[config.mk]
export PLATFORM = sky130hd
export DESIGN_NAME = ram
export DESIGN_NICKNAME = d
export VERILOG_FILES = /design/src/rtl/mem_pkg.sv /design/src/rtl/ram.sv
export SDC_FILE = /design/constraint.sdc
export NUM_CORES = 1
export LEC_CHECK = 0
export CORE_ASPECT_RATIO = 0.8
export CORE_UTILIZATION = 55
export CTS_CLUSTER_SIZE = 16
export DETAILED_ROUTE_END_ITERATION = 8
export PLACE_DENSITY = 0.79
export SYNTH_ARGS = -nofsm -noshare
export SYNTH_HDL_FRONTEND = slang
export SYNTH_SLANG_ARGS = --single-unit
[constraint.sdc]
create_clock -name clock -period 4.4 [get_ports clock]
set_input_delay 0.66 -clock clock [delete_from_list [all_inputs] [get_ports clock]]
set_output_delay 0.66 -clock clock [all_outputs]
set_load 0.1 [all_outputs]
[src/rtl/mem_pkg.sv]
// Shared memory-hierarchy package.
// Holds the default geometry used by the cache controller and the backing RAM,
// so both sides agree on address and word widths without repeating literals.
package mem_pkg;

  // Default RAM geometry: 32 words of 3 bits.
  localparam int unsigned RAM_ADDR_W = 5;
  localparam int unsigned RAM_DATA_W = 3;
  localparam int unsigned RAM_DEPTH  = 2 ** RAM_ADDR_W;

endpackage

[src/rtl/ram.sv]
// Single-port RAM with registered, write-first read data.
// Storage is built from reset-initialised flip-flops. While reset is high,
// word i holds i modulo 2**DATA_W.
//
// Ports (positional order matters for legacy instantiations):
//   address  - word address for read and write
//   clock    - single clock, rising edge
//   data_in  - write data
//   write    - 1 = write, 0 = read
//   data_out - registered read data, one-cycle latency
//   reset    - asynchronous, active-high; clears data_out and preloads memory
module ram
  import mem_pkg::*;
#(
  parameter int unsigned ADDR_W = RAM_ADDR_W,
  parameter int unsigned DATA_W = RAM_DATA_W,
  parameter int unsigned DEPTH  = RAM_DEPTH
) (
  input  logic [ADDR_W-1:0] address,
  input  logic              clock,
  input  logic [DATA_W-1:0] data_in,
  input  logic              write,
  output logic [DATA_W-1:0] data_out,
  input  logic              reset
);

  logic [DATA_W-1:0] mem_q [DEPTH];
  logic [DATA_W-1:0] data_q;

  // Reset has priority, so a write coinciding with reset is dropped.
  always_ff @(posedge clock or posedge reset) begin
    if (reset) begin
      data_q <= '0;
      for (int unsigned i = 0; i < DEPTH; i++) begin
        mem_q[i] <= DATA_W'(i);
      end
    end else if (write) begin
      mem_q[address] <= data_in;
      data_q         <= data_in;
    end else begin
      data_q <= mem_q[address];
    end
  end

  assign data_out = data_q;

endmodule

# Word-level counts from Yosys, hierarchy flattened
# Index checks and enable logic that the tools add are counted.
dict set report op_classes {
  n_addsub 0
  mul 0
  div_mod_pow 0
  order_cmp 2
  n_eq_ne 0
  shifts 0
  mux 7
  bitwise_logic 1
  n_reduce_logical 1
}
# op count
set op_table {}
lappend op_table {{bitwise mux 96 bit} 1}
lappend op_table {{binary-select mux 3 bit (select 5 bit)} 1}
lappend op_table {{demux 3 bit (select 5 bit)} 1}
lappend op_table {{two-way mux 3 bit} 4}
lappend op_table {{greater-or-equal comparator 6 bit (second input constant)} 1}
lappend op_table {{less-than comparator 6 x 1 -> 1 bit (second input constant)} 1}
lappend op_table {{inverter 5 -> 6 bit} 1}
lappend op_table {{logical AND 1 bit} 1}
dict set report totals {
  register_bits 99
  latchBits 0
  ramBits 0
  romBits 0
  input_bits 11
  out_inout_bits 3
  word_cells 44
  mem_count 0
}

# Logic depth before layout (Yosys ltp)
dict set report logic_depth {
  ltp_word 6
  depth_mapped 7
  depth_no_buf 5
}

# Worst setup path after synthesis
# OpenSTA, ideal clock, no wires.
dict set report synth_timing {
  path_kind {input-to-reg}
  from {input address[0]}
  to {register mem_q[10] (netlist bit)}
  setup_ns 0.125
  arrival_time_ns 1.968
  required_ns 4.275
  setup_slack_ns 2.308
  path_stages 5
  path_buffers 2
  path_cell_list {buf_2 > buf_4 > or3_1 > nor2_1 > mux2_2}
}
dict set report synth_between {
  elab_chain_cells 6
  elab_cells_between_ends 7
  cone_classes {order compare (2); mux (3); bitwise (1); reduce/logical (1)}
}
# element line_no
set synth_rtl {}
lappend synth_rtl {{from (decl)} ram.sv:19} ;# input logic [ADDR_W-1:0] address,
lappend synth_rtl {{inverter 5 -> 6 bit (not written as such) (*)} ram.sv:38} ;# mem_q[address] <= data_in;
lappend synth_rtl {{greater-or-equal comparator 6 bit (not written as such) / less-than comparator 6 x 1 -> 1 bit (equally long branches)} ram.sv:38}
lappend synth_rtl {{logical AND 1 bit (not written as such)} ram.sv:38}
lappend synth_rtl {{two-way mux 3 bit (not written as such)} ram.sv:38}
lappend synth_rtl {{demux 3 bit (select 5 bit) (*)} ram.sv:38}
lappend synth_rtl {{bitwise mux 96 bit (*)} ram.sv:38}
lappend synth_rtl {{to (signal, indexed assignment)} ram.sv:35} ;# mem_q[i] <= DATA_W'(i);
lappend synth_rtl {{to (signal, indexed assignment)} ram.sv:38}
lappend synth_rtl {{to (decl)} ram.sv:27} ;# logic [DATA_W-1:0] mem_q [DEPTH];
# Every way passes the cells marked *; elsewhere a longest branch is shown, timed or not.
# A chain may end at the register's enable or synchronous reset.

# Final worst setup path
dict set report layout_timing {
  from {input address[0]}
  to {register mem_q[92] (netlist bit)}
}
# Same word-level chain as after synthesis.

==> impl_metrics.toml <==
[timing]
max_freq_ghz = 0.337
worst_pin_slew_ns = 1.05
relSlewSlack_pct = 29.8
rsz0062_at_grt = "no"
finalClockSkew_ns = 0.00940
hold_violations = 0
drv_slew = 0
setup_viol = 0
min_period_over_period_pct = 67.4
fin_crit_ns = 2.96
setup_tns_ns = 0

[floorplanning]
io_pins = 14
start_util_pct = 58.1
fp.dieArea_um2 = 8970
die_x_um = 106
rows = 29
core_um2 = 8130
die_h_um = 84.9

[clocking]
htree_levels = 3
hold_buffers = 0
cts_setup_buffers = 0
cts_resized = 0
worstSkewPairLatency_ns = 0.38
path_clk_slew_ns = 0.09
cts_buffers = 9
clock_sinks = 99
tritoncts = "built"
root_buffer = "clkbuf_8"
clock_path_buffers = 2

[power]
finalPower_mw = 2.15
p_leak_nw = 2.09
power_density_nw_per_um2 = 423
worst_ir_drop_vdd_mv = 0.271

[place]
gp_congestion = 0.889
hpwl_mm = 7.56
io_buffers = 13

[finish]
fin_nets = 419
post-route-util_pct = 62.6
syn2layout_area_growth_pct = 7.65
layout-drive-gt1-share_pct = 34.4
fillers = 628
diodes = 0

[yosys]
syn_area_um2 = 4720
seq_area_frac_synth_pct = 53.7
synth_enable_flop_cells = 0
yosys_warnings = 0
yosys_most_used_dff = "dfrtp_1"
synth_seq_cells = 99
ys_async_sr_fraction_pct = 100
yosysUniqueCellTypes = 37
netlist_instances = 401
syn_area_per_cell_um2 = 11.8
syn_nets = 412

[global_routing]
grt_pass1_wl_mm = 17.6
grt_max_degree = 44
globalRoute.totalOverflow = 0
antenna_found_initial = 0
grt_pass1_vias = 3243
track_usage_pct = 26.5

[setup_path]
crit_buf_inv = 2
crit_slowest_cell = "clkdlybuf4s50_1"
end_kind = "flop"
cp_data_required_time_ns = 4.67
path_class = "primary input to flop"
slowest_delay_ns = 1.16
critical-path-top-delay-family = "buffers and inverters"
cp-startpoint = "address[0]"
worstPathMaxFanout = 23
cp_cell_sequence = "clkdlybuf4s50_1 -> buf_4 -> nand2_1 -> or2_1 -> nor2_1 -> mux2_2"
r2r_start = "mem_q[69]"
crit_arrival_ns = 3.23
start_kind = "primary input"

[drt]
first_pass_iters = 6
drt-initial-drc-count = 263
vias_per_cell = 6.14
wl_mm = 10.7
num_vias = 3199
route.detailed.drc = 0
postRouteAntennaNets = 0
wire_per_inst_um = 20.5

[job]
cap_violations = 0

[status]
status = "completed"

[hold_path]
min_path_type = "flop to flop"
worstHoldStart = "mem_q[67]"
==> cell usage after synthesis, types with 2 or more instances <==
master,instances,area share [%]
a31oi_1,3,0.40
a32o_1,2,0.42
a32oi_1,2,0.37
buf_2,5,0.53
buf_4,3,0.48
clkbuf_1,15,1.2
dfrtp_1,51,27
dfstp_2,48,27
inv_1,5,0.40
mux2_2,58,14
mux2i_1,24,5.1
mux4_2,11,5.2
nand2_1,58,4.6
nand2b_1,4,0.53
nand3_1,2,0.21
nand3b_1,4,0.64
nand4_1,2,0.26
nor2_1,27,2.1
nor2b_1,8,1.1
nor3_1,2,0.21
o21ai_0,45,4.8
o221ai_1,2,0.37
o22ai_1,4,0.53
or2_1,2,0.26
or3_1,2,0.26
==> stage by stage <==
step | setup WS, ns | area, µm² | std cells | hold slack, ns
6_report | 1.44 | 5090 | 521 | 0.481
5_1_grt | 1.32 | 5090 | 521 | 0.497
4_1_cts | 1.45 | 5090 | 521 | 0.485
3_5_place_dp | 1.03 | 4920 | 505 | 0.466
3_3_place_gp | 1.17 | 4920 | 505 | 0.459
2_1_floorplan | 1.23 | 4720 | 401 | 0.442
==> metal layers <==
metal | routed length, µm | track usage, %
met5 | 0 | 0
met4 | 186 | 9.47
met3 | 802 | 7.30
met2 | 5000 | 39.6
met1 | 4710 | 37.6
==> cell usage in the layout, fill, tap and decap left out, types with 7 or more instances in the layout <==
master           synthesis  final
nor2_1                  27     27
dfrtp_1                 51     51
nor2b_1                  8      8
mux4_2                  11     11
clkdlybuf4s50_1          0     12
nand2_1                 58     58
buf_4                    3      7
dfstp_2                 48     48
mux2i_1                 24     24
o21ai_0                 45     45
mux2_2                  58     58
clkbuf_8                 0      9
==> sequential cells by signal, indices dropped and copies added (netlist names) <==
register	count
data_out	3
mem_q	96
==> worst paths after layout <==
kind,end,slack [ns],cells past startpoint
worst max-delay path,mem_q[92],1.44,6
worst min-delay path,mem_q[67],0.48,2
worst max register to register,data_out[0],2.65,4
worst min register to register,mem_q[67],0.48,2
max in group asynchronous,mem_q[13],3.00,3
min in group asynchronous,mem_q[81],0.54,2
==> area by class of cell <==
cell class,count,area (µm²),area share (%)
Sequential cell,99,2540,49.9
Tap cell,108,135,2.66
Inverter,5,20.0,0.394
Timing Repair Buffer,20,178,3.49
Clock inverter,5,31.3,0.615
Multi-Input combinational cell,273,2050,40.4
Clock buffer,11,131,2.58
==> worst min-delay path, cell delays in order (launching register included) <==
cell,delay [ns]
dfrtp_1,0.35
nand2_1,0.04
o21ai_0,0.06
==> power breakdown <==
part           total (mW)  leakage, nW  switching [mW]  internal, mW
clock               0.512       0.0831           0.308         0.204
sequential           1.24         1.15           0.100          1.14
combinational       0.399        0.849           0.204         0.194
==> logic make-up after synthesis <==
kind of cell           count (synthesis)  share of synthesized area, %
AND/OR/NAND/NOR                      113                          10.5
multiplexers                          93                          24.2
AO/OA/AOI/OAI                         67                          8.85
flip-flops                            99                          53.7
buffers and inverters                 29                          2.83
Note: power is estimated with default switching activity, not from simulation.
